`config.mk`:
```
export PLATFORM = sky130hd
export DESIGN_NAME = tt_um_accelshark_psg_tone
export DESIGN_NICKNAME = d
export VERILOG_FILES = /design/src/rtl/tt_um_accelshark_psg_pkg.sv /design/src/rtl/tt_um_accelshark_psg_tick.sv /design/src/rtl/tt_um_accelshark_psg_tone.sv
export SDC_FILE = /design/constraint.sdc
export NUM_CORES = 1
export LEC_CHECK = 0
export CAP_MARGIN = 5
export CORE_UTILIZATION = 50
export CTS_BUF_LIST = sky130_fd_sc_hd__clkbuf_2
export CTS_CLUSTER_SIZE = 40
export DETAILED_ROUTE_END_ITERATION = 7
export PLACE_DENSITY_LB_ADDON = 0.1
export SYNTH_ARGS = -nofsm -noshare
export SYNTH_HDL_FRONTEND = slang
export SYNTH_HIERARCHICAL = 1
export SYNTH_SLANG_ARGS = --single-unit
export TNS_END_PERCENT = 50
```
`constraint.sdc`:
```
create_clock -name clk -period 2.1 [get_ports clk]
set_input_delay 0.42 -clock clk [delete_from_list [all_inputs] [get_ports clk]]
set_output_delay 0.42 -clock clk [all_outputs]
set_load 0.01 [all_outputs]
```
`src/rtl/tt_um_accelshark_psg_pkg.sv`:
```
// Shared constants and types for the SharkPSG channels: register map,
// control bit positions and default widths.
package tt_um_accelshark_psg_pkg;

  localparam int PSG_PERIOD_W = 12;
  localparam int PSG_VOL_W    = 4;

  localparam logic [1:0] PSG_ADDR_PERIOD_LO = 2'd0;
  localparam logic [1:0] PSG_ADDR_PERIOD_HI = 2'd1;
  localparam logic [1:0] PSG_ADDR_VOLUME    = 2'd2;
  localparam logic [1:0] PSG_ADDR_CTRL      = 2'd3;

  localparam int PSG_CTRL_EN_BIT      = 0;
  localparam int PSG_CTRL_RESTART_BIT = 1;

  // The state encoding is the CTRL enable bit itself.
  typedef enum logic {
    PSG_IDLE = 1'b0,
    PSG_RUN  = 1'b1
  } psg_state_e;

endpackage

```
`src/rtl/tt_um_accelshark_psg_tick.sv`:
```
// Rising-edge detector on the divider's half-rate toggle, producing a
// single-clk tick enable in the clk domain. Shared by all PSG channels.
module tt_um_accelshark_psg_tick (
  input  logic clk,
  input  logic rst_n,
  input  logic i_clk_div,
  input  logic i_ena,
  output logic o_tick
);

  logic r_clk_div_q;

  // NOTE: sequential state uses non-blocking (<=) so every flop samples
  // pre-edge values; resetting to 1 keeps a high clk_div out of reset
  // from producing a spurious first tick.
  always_ff @(posedge clk or negedge rst_n) begin
    if (!rst_n) begin
      r_clk_div_q <= 1'b1;
    end else begin
      r_clk_div_q <= i_clk_div;
    end
  end

  assign o_tick = i_ena & i_clk_div & ~r_clk_div_q;

endmodule

```
`src/rtl/tt_um_accelshark_psg_tone.sv`:
```
// SharkPSG square-wave tone channel: byte-wide register file, double-buffered
// period, tick-driven half-period down-counter and volume-gated level output.
module tt_um_accelshark_psg_tone
  import tt_um_accelshark_psg_pkg::*;
#(
  parameter int PERIOD_W = PSG_PERIOD_W,
  parameter int VOL_W    = PSG_VOL_W
) (
  input  logic             clk,
  input  logic             rst_n,
  input  logic             ena,
  input  logic             clk_div,
  input  logic             wr_en,
  input  logic [1:0]       wr_addr,
  input  logic [7:0]       wr_data,
  output logic             tone_out,
  output logic [VOL_W-1:0] level,
  output logic             wrap
);

  logic w_tick;

  tt_um_accelshark_psg_tick u_tick (
    .clk       (clk),
    .rst_n     (rst_n),
    .i_clk_div (clk_div),
    .i_ena     (ena),
    .o_tick    (w_tick)
  );

  logic w_wr_lo, w_wr_hi, w_wr_vol, w_wr_ctrl;

  assign w_wr_lo   = wr_en && (wr_addr == PSG_ADDR_PERIOD_LO);
  assign w_wr_hi   = wr_en && (wr_addr == PSG_ADDR_PERIOD_HI);
  assign w_wr_vol  = wr_en && (wr_addr == PSG_ADDR_VOLUME);
  assign w_wr_ctrl = wr_en && (wr_addr == PSG_ADDR_CTRL);

  logic [PERIOD_W-1:0] r_shadow_period;
  logic [PERIOD_W-1:0] r_active_period;
  logic [PERIOD_W-1:0] r_counter;
  logic [VOL_W-1:0]    r_volume;
  logic                r_phase;
  logic                r_restart_pend;
  logic                r_wrap;
  psg_state_e          r_state, w_state_next;

  always_ff @(posedge clk or negedge rst_n) begin
    if (!rst_n) begin
      r_shadow_period <= '0;
      r_volume        <= '0;
    end else begin
      if (w_wr_lo)  r_shadow_period[7:0]          <= wr_data;
      if (w_wr_hi)  r_shadow_period[PERIOD_W-1:8] <= wr_data[PERIOD_W-9:0];
      if (w_wr_vol) r_volume                      <= wr_data[VOL_W-1:0];
    end
  end

  logic w_reload, w_clear_phase, w_decrement, w_toggle;

  // NOTE: every always_comb output gets a default first so no path can
  // leave a signal unassigned and infer a latch.
  always_comb begin
    w_state_next  = r_state;
    w_reload      = 1'b0;
    w_clear_phase = 1'b0;
    w_decrement   = 1'b0;
    w_toggle      = 1'b0;
    case (r_state)
      PSG_IDLE: begin
        w_reload      = 1'b1;
        w_clear_phase = 1'b1;
        if (w_wr_ctrl && wr_data[PSG_CTRL_EN_BIT]) w_state_next = PSG_RUN;
      end
      PSG_RUN: begin
        if (w_wr_ctrl && !wr_data[PSG_CTRL_EN_BIT]) begin
          w_state_next  = PSG_IDLE;
          w_reload      = 1'b1;
          w_clear_phase = 1'b1;
        end else if (r_restart_pend) begin
          // Restart wins over a tick landing on the same edge.
          w_reload      = 1'b1;
          w_clear_phase = 1'b1;
        end else if (w_tick) begin
          if (r_counter == '0) begin
            w_reload = 1'b1;
            w_toggle = 1'b1;
          end else begin
            w_decrement = 1'b1;
          end
        end
      end
    endcase
  end

  always_ff @(posedge clk or negedge rst_n) begin
    if (!rst_n) begin
      r_state         <= PSG_IDLE;
      r_counter       <= '0;
      r_active_period <= '0;
      r_phase         <= 1'b0;
      r_restart_pend  <= 1'b0;
      r_wrap          <= 1'b0;
    end else begin
      r_state <= w_state_next;
      // Reload reads the pre-edge shadow, so a write on a wrap edge waits
      // for the following wrap.
      if (w_reload) begin
        r_counter       <= r_shadow_period;
        r_active_period <= r_shadow_period;
      end else if (w_decrement) begin
        r_counter <= r_counter - PERIOD_W'(1);
      end
      if (w_clear_phase) begin
        r_phase <= 1'b0;
      end else if (w_toggle) begin
        r_phase <= ~r_phase;
      end
      r_wrap         <= w_toggle;
      r_restart_pend <= w_wr_ctrl && wr_data[PSG_CTRL_RESTART_BIT];
    end
  end

  a_counter_bounded: assert property (
    @(posedge clk) disable iff (!rst_n) r_counter <= r_active_period
  );

  assign tone_out = r_phase & ena;
  assign level    = tone_out ? r_volume : '0;
  assign wrap     = r_wrap & ena;

endmodule

```
After elaboration in Yosys (flattened, before gate mapping)
Index checks and enable logic that the tools add are counted.
{ "totals": {"regBits": 33, "output_inout_bits": 6} }
{ "op_classes": {"add_sub_neg": 1, "eq_ne": 3, "n_mux": 24, "bitwise_logic": 7, "n_reduce_logical": 12} }
{ "op_table": {"columns": ["cell", "n"], "rows": [
  ["2-to-1 mux 12 bit", 2],
  ["2-to-1 mux 1 bit", 18],
  ["logical NOT 12 bit", 1],
  ["subtractor 12 x 1 -> 12 bit, second input constant", 1],
  ["logical AND 1 bit", 7],
  ["case mux 1 bit (2 select lines)", 3],
  ["bitwise AND 1 bit", 4],
  ["== test 2 bit, second input constant", 2],
  ["2-to-1 mux 4 bit", 1],
  ["nonzero test 2 bit", 2],
  ["inverter 1 bit", 3],
  ["== test 2 x 1 -> 1 bit, second input constant", 1],
  ["logical NOT 2 bit", 1],
  ["logical NOT 1 bit", 1]
]} }

Depth between registers and ports, before layout
{ "logic_depth": {"word_depth": 8, "ltp_mapped": 7, "ltp_nobuf": 6} }

Hierarchy
The synthesis kept the hierarchy.
{ "by_module_without_submodules": {"columns": ["mod", "instances", "cells_each", "area_per_inst_um2", "seq_area_each_um2"], "rows": [
  ["tt_um_accelshark_psg_tone", 1, 155, 1705.4, 800.8],
  ["tt_um_accelshark_psg_tick", 1, 2, 35.0, 26.3]
]} }

Worst setup path before layout
OpenSTA, ideal clock, no wires.
{ "synth_timing": {"kind": "register to register", "from": "reg r_counter[0]", "to": "reg r_counter[10]", "setup_time_ns": 0.124, "arrival_ns": 1.726, "required_time_ns": 1.976, "setup_slack_ns": 0.250, "stages_incl_launch_ff": 7, "cell_sequence": "dfrtp_1 -> inv_1 -> ha_1 -> or3b_1 -> nor4b_2 -> o31ai_2 -> a211o_1"} }
{ "synth_via": {"elab_chain_len": 7, "word_cells_on_any_way": 15, "cone_classes": "add/sub: 1; mux: 12; reduce/logical: 2"} }
{ "synth_lines": {"columns": ["item", "line", "rtl"], "rows": [
  ["start: declaration", "tt_um_accelshark_psg_tone.sv:40", "logic [PERIOD_W-1:0] r_counter;"],
  ["start signal: assignment", "tt_um_accelshark_psg_tone.sv:108", "r_counter <= r_shadow_period;"],
  ["start signal: assignment", "tt_um_accelshark_psg_tone.sv:111", "r_counter <= r_counter - PERIOD_W'(1);"],
  ["start signal: assignment", "tt_um_accelshark_psg_tone.sv:124", "@(posedge clk) disable iff (!rst_n) r_counter <= r_active_period"],
  ["logical NOT 12 bit", "tt_um_accelshark_psg_tone.sv:84", "if (r_counter == '0) begin"],
  ["2-to-1 mux 1 bit", "tt_um_accelshark_psg_tone.sv:84", null],
  ["2-to-1 mux 1 bit", "tt_um_accelshark_psg_tone.sv:83", "end else if (w_tick) begin"],
  ["2-to-1 mux 1 bit", "tt_um_accelshark_psg_tone.sv:79", "end else if (r_restart_pend) begin"],
  ["2-to-1 mux 1 bit", "tt_um_accelshark_psg_tone.sv:75", "if (w_wr_ctrl && !wr_data[PSG_CTRL_EN_BIT]) begin"],
  ["case mux 1 bit (2 select lines) or 2-to-1 mux 1 bit (tied branches)", "tt_um_accelshark_psg_tone.sv:68", "case (r_state)"],
  ["2-to-1 mux 12 bit or nonzero test 2 bit (tied branches)", null, null]
]} }
Parallel ways exist; a longest one is shown, timed or not. The select of a mux whose other input is x is not followed.
A chain may end at the register's enable or synchronous reset.

Worst setup path after layout
{ "layout_timing": {"from": "in ena", "to": "out wrap"} }
{ "layout_via": {"elab_chain_len": 1} }
{ "layout_lines": {"columns": ["item", "line", "rtl"], "rows": [
  ["start: declaration", "tt_um_accelshark_psg_tone.sv:11", "input logic ena,"],
  ["bitwise AND 1 bit", "tt_um_accelshark_psg_tone.sv:129", "assign wrap = r_wrap & ena;"],
  ["end: declaration", "tt_um_accelshark_psg_tone.sv:18", "output logic wrap"]
]} }
No other way between the ends.

==> reports/metrics.yaml <==
sta:
  worstMarginPinSlew_ps: 471.1
  fin_setup_tns_ps: 0
  slew_viol_final: 0
  slew_headroom_pct: 68.36
  clock_skew_ps: 17.39
  hold_viol_final: 0
  layout_setup_ws_ps: 82.75
  period_share_pct: 96.06
  max_freq_mhz: 495.7
  rsz0062_at_grt: "false"
  setup_viol: 0
  min_period_ps: 2017
  hold_ws_ps: 414.2
global_route:
  antenna_found_initial: 0
  grt_max_degree: 34
  grt_pass1_vias: 1446
  grt_pass1_wl_um: 6713
  grt_use_total_pct: 25.45
  overflow: 0
logic_synthesis:
  synth_cells: 157
  synth_area_leader_cell: "dfrtp_1"
  synth_seq_cells: 33
  syn-cell-area_um2: 1740
  yosys_warnings: 6
  ys_async_sr_fraction_pct: 100.0
  synth_seq_area_share_pct: 47.52
  post-synth-top-area-fraction_pct: 46.01
  synth-edff-count: 0
  ys_types: 48
  synthFlopType: "dfrtp_1"
  syn_avg_cell_area_um2: 11.09
  synth_fp_nets: 174
  synth_area_leaders: "dfrtp_1 (46%), mux2_2 (9.7%), nor4_4 (2.4%)"
setup_path:
  crit_end: "wrap"
  required_ps: 1680
  r2r_end: "r_counter[10]$_DFFE_PN0P_"
  cp.arrival_ps: 1600
  slowest_stage: "clkdlybuf4s50_1"
  path_common_cell: "clkdlybuf4s50_1"
  start_kind: "primary input"
  crit_fanout: 4
  path_class: "in2out"
  worstReg2RegStart: "r_counter[0]$_DFFE_PN0P_"
  cp_slowest_stage_delay_ps: 530
  reg2reg_slack_ps: 110
  crit_path_cell_trace: "clkdlybuf4s50_1, and2_1, clkdlybuf4s50_1"
  cp-startpoint: "ena"
  endpoint_kind: "output port"
  reg2regPathDepth: 6
clock_tree:
  clock_path_buffers: 2
  cts-resized-gates: 4
  cts_root_buffer: "clkbuf_2"
  cts_hold_buf: 0
  cts_num_sinks: 33
  post-cts-setup-buffers: 0
  cts_buffers: 5
  cts_max_level: 2
  path_clk_slew_ps: 180
  clock_latency_ps: 370
  cts_tree: "done"
routing:
  drtPass1Iterations: 4
  drt-total-wl_um: 3953
  vias: 1423
  ant_nets: 0
  routedWlPerCell_um: 16.00
  vias_per_cell: 5.761
  drc: 0
  drt_iter0_markers: 98
floorplanning:
  fp.dieH_um: 61
  start_util_pct: 52.16
  die_area_um2: 3721
  row_count: 21
  io_pins: 21
  dieWidth_um: 61
  fp.coreArea_um2: 3337
pwr:
  p_leak_uw: 0.0009564
  power.switching_uw: 634.7
  p_clk_share_pct: 16.4
  seqPwrFrac_pct: 53.3
  netSwitchingFraction_pct: 36.19
  combPwrFrac_pct: 30.3
  p_int_uw: 1119
  peakVddDrop_v: 0.0004486
  p_per_area_nw_per_um2: 812.4
final_layout:
  diodes: 0
  fin_nets: 217
  drive_gt1_share_pct: 25.87
  area_growth_pct: 24.01
  fin_util_pct: 64.68
placed_design:
  dpl_worst_slack_ps: -80.13
  port_buffers: 20
  gp_congestion: 0.8221
  dpl.hpwl_um: 2901
run:
  max_cap_violations: 0
status:
  status: "complete, no violations"
hold_path:
  hold_class: "in2async"
==> final cells by class <==
type | count | area (um2)
Clock buffer | 5 | 25.02
Clock inverter | 3 | 12.51
Fill cell | 277 | 1179
Inverter | 7 | 26.28
Multi-Input combinational cell | 113 | 864.6
Sequential cell | 33 | 827.0
Tap cell | 46 | 57.56
Timing Repair Buffer | 40 | 345.3
==> cells in the mapped netlist, drive strengths merged, types with 3 or more instances <==
| library cell | n |
|---|---|
| inv | 7 |
| a21oi | 6 |
| nor3b | 5 |
| o32a | 3 |
| nand3b | 3 |
| mux2 | 15 |
| nand4 | 4 |
| and3 | 4 |
| nand2 | 10 |
| dfrtp | 32 |
| nor3 | 7 |
| nand3 | 3 |
| nor2 | 7 |
| o21ai | 8 |
| clkbuf | 3 |
==> registers in the layout, indices dropped and copies added, names as in the netlist, named ones only <==
register	flops
r_counter	12
r_shadow_period	12
r_volume	4
r_phase	1
r_restart_pend	1
r_wrap	1
u_tick/r_clk_div_q	1
==> layout by cell type (no fill, tap or decap), drive strengths merged, types with 4 or more instances in the layout <==
cell type and n:
a21oi 6, and3 4, buf 20, clkbuf 5
clkdlybuf4s50 16, dfrtp 32, dlygate4sd2 4, inv 7
mux2 15, nand2 10, nand4 4, nor2 7
nor3 7, nor3b 5, o21ai 8
==> critical path: cells and delay by family <==
family,cells,cell delay [ps]
AND/OR/NAND/NOR,1,140
buffers and inverters,2,1050
==> per-layer routing <==
| metal | routed length (um) | track usage, % | vias to the layer above |
|---|---|---|---|
| met5 | 0 | 0 | - |
| li1 | - | - | 682 |
| met3 | 151 | 6.397 | 7 |
| met4 | 64 | 9.740 | 0 |
| met2 | 1869 | 38.78 | 33 |
| met1 | 1867 | 35.11 | 701 |
==> through the flow <==
stage / cell area [um2] / std cells / total power, uW
finish: 2158 / 247 / 1753
global route: 2158 / 247 / 1874
detailed placement: 2126 / 239 / 1473
floorplan: 1740 / 157 / 1250
CTS: 2158 / 247 / 1763
global placement: 2126 / 239 / 1450
==> worst min-delay path by stage <==
stage	endpoint	from	slack, ps	cells after the start
global route	u_tick/r_clk_div_q$_DFF_PN1_	clk_div	420	1
detailed placement	r_shadow_period[9]$_DFFE_PN0P_	r_shadow_period[9]$_DFFE_PN0P_	470	2
CTS	r_counter[1]$_DFFE_PN0P_	rst_n	410	2
floorplan	async pin	rst_n	120	0
finish	r_counter[1]$_DFFE_PN0P_	rst_n	410	2
global placement	r_shadow_period[9]$_DFFE_PN0P_	r_shadow_period[9]$_DFFE_PN0P_	470	2
==> power groups by stage <==
stage | Clock (uW) | Sequential [uW] | Combinational (uW)
final | 287 | 935 | 532
after global routing | 325 | 954 | 595
after CTS | 299 | 934 | 530
after detailed placement | 0 | 947 | 526
after global placement | 0 | 938 | 512
after floorplan | 0 | 911 | 339
==> cell families (layout without fill, tap and decap cells) <==
group | Yosys count | count (layout) | share of synthesized area (%)
XOR/XNOR | 1 | 1 | 0.5033
AND/OR/NAND/NOR | 60 | 60 | 23.58
AO/OA/AOI/OAI | 34 | 34 | 13.88
buffers and inverters | 11 | 55 | 2.804
flip-flops | 33 | 33 | 47.52
multiplexers | 16 | 16 | 10.28
adder cells (fa/ha/maj) | 2 | 2 | 1.438
Note: power is estimated with default switching activity, not from simulation.
==> RTL change, RTL diff (config.mk and constraints unchanged) <==
Reset style: synchronous (`rst_n`), changed in 3 clocked blocks.
--- a/src/rtl/tt_um_accelshark_psg_tick.sv
+++ b/src/rtl/tt_um_accelshark_psg_tick.sv
@@ -15,3 +15,3 @@
   // from producing a spurious first tick.
-  always_ff @(posedge clk or negedge rst_n) begin
+  always_ff @(posedge clk) begin
     if (!rst_n) begin
--- a/src/rtl/tt_um_accelshark_psg_tone.sv
+++ b/src/rtl/tt_um_accelshark_psg_tone.sv
@@ -46,3 +46,3 @@
 
-  always_ff @(posedge clk or negedge rst_n) begin
+  always_ff @(posedge clk) begin
     if (!rst_n) begin
@@ -94,3 +94,3 @@
 
-  always_ff @(posedge clk or negedge rst_n) begin
+  always_ff @(posedge clk) begin
     if (!rst_n) begin
Behaviour: differs if rst_n is asserted again (counterexample within 4 cycles, from zero or initial values and one cycle with rst_n low); with rst_n held inactive, the same outputs for 10 cycles.
==> RTL change against the unedited design <==
Synthesized cell count increased by 24%; routed wire length rose by 8.5%; synthesized area is 1.7% lower; sequential cell count unchanged; via count grew 13%; first-iteration DRC count rose by 45%; critical path depth is 3 higher; worst setup slack worse by 0.056 ns; design area shrank 2.8%; fmax fell by 2.7%; worst hold slack gained 0.060 ns; largest cell class unchanged; highest routed layer unchanged.
Power is not compared: it rests on default switching activity, and its combinational part moved more than twofold at a synthesized area within 25%.
==> RTL change: results (changes against the unedited design) <==
status: "completed"
r2r-start: "r_counter[6]"
crit_arrival_ns: 2.36  # +0.76 ns
met2_usage: 0.4160  # +0.02826
drt_iter0_markers: 142  # +45%
yosysSeqAreaShare: 0.3862  # -0.08895
max_stage_delay_ns: 0.58  # +0.05 ns
use_met1: 0.3554  # +0.004257
gp_congestion: 0.9599  # +17%
m1WireLength_um: 1951  # +4.5%
h-tree-depth: 2  # unchanged
dp_hpwl_um: 3283  # +13%
dpl_cell_area_um2: 2058  # -3.2%
vias: 1614  # +13%
critPathMaxFanout: 7  # +3
synthTopCellsByArea: "dfxtp_1, mux2i_1, nor2_1"
grt_usage: 0.2660  # +0.01144
clk_latency_ns: 0.38
postCtsSetupBuffers: 0  # unchanged
total_power_mw: 1.140
worst_pin_slew_ns: 0.4478  # -0.02333 ns
met3_length_um: 239  # +58%
grt_pass1_wl_um: 7038  # +4.8%
dr_wl_met2_um: 2048  # +9.6%
wl_per_cell_um: 15.65  # -2.2%
grtUsageMet3: 0.06823  # +0.004264
drive_gt1_frac: 0.1565  # -0.1022
reg_top3: "r_counter x12, r_shadow_period x12, r_volume x4"
hp-class: "register to register"
async_reset_ff_frac: 0  # -1.000
ys_types: 54  # +13%
critPathTopFamily: "simple AND/OR/NAND/NOR gates"
slowest_stage: "or4_4"
fillerInstances: 285  # +2.9%
fin_skew_ns: 0.01527  # -0.002115 ns
synthTopCellsByCount: "dfxtp_1, nor2_1, mux2i_1"
clk_pin_slew_ns: 0.17
grt_pass1_vias: 1495  # +3.4%
final_nets: 247  # +14%
startpoint: "clk_div"
synth_flop_cell: "dfxtp_1"
grt_start_max_net_pins: 19  # -44%
## RTL change: per-stage QoR
step | utilization | setup TNS [ns] | worst slack, ns | hold slack (ns) | std cells
after CTS | 0.6619 | 0 | 0.004977 | 0.4778 | 274
after global placement | 0.6528 | -3.797 | -0.3565 | 0.4705 | 267
after global routing | 0.6655 | -0.01256 | -0.01256 | 0.5160 | 274
final | 0.6655 | 0 | 0.02674 | 0.4740 | 274
after detailed placement | 0.6528 | -4.087 | -0.3790 | 0.4629 | 267
after floorplan | - | 0 | 0.1088 | 0.4331 | 195
## RTL change: what timing repair did
action                                  CTS  global route
endpoints found under the setup margin    4             5
gates resized for setup                   4             3
pin swaps                                 0             1
hold buffers                              0             0
endpoints found under the hold margin     0             0
## RTL change: worst min-delay path: stages (launching register included)
cell and delay (ns):
dfxtp_1 0.35, inv_1 0.05, a211oi_1 0.05
## RTL change: area by class of cell
class                           instances  area [µm²]  share of cell area
Sequential cell                        33       660.6              0.3148
Clock buffer                            6       30.03             0.01431
Clock inverter                          1       3.754            0.001789
Inverter                                6       22.52             0.01073
Multi-Input combinational cell        144       975.9              0.4651
Tap cell                               44       55.05             0.02624
Timing Repair Buffer                   40       350.3              0.1670
## RTL change: worst paths after layout
path | to | slack (ns) | depth (start not counted)
worst max register to register | r_counter[11] | 0.09 | 4
worst min register to register | r_counter[2] | 0.47 | 2
worst min-delay path | r_counter[2] | 0.47 | 2
worst max-delay path | r_counter[1] | 0.03 | 6
## RTL change: kinds of logic after synthesis
family / Yosys count / synth area share
muxes: 16 / 0.09363
buffers and inverters: 18 / 0.04681
adders and majority gates: 2 / 0.01463
DFF: 33 / 0.3862
xor gates and xnor gates: 2 / 0.01024
and+or+nand+nor: 80 / 0.2663
AOI/OAI and AO/OA: 44 / 0.1822
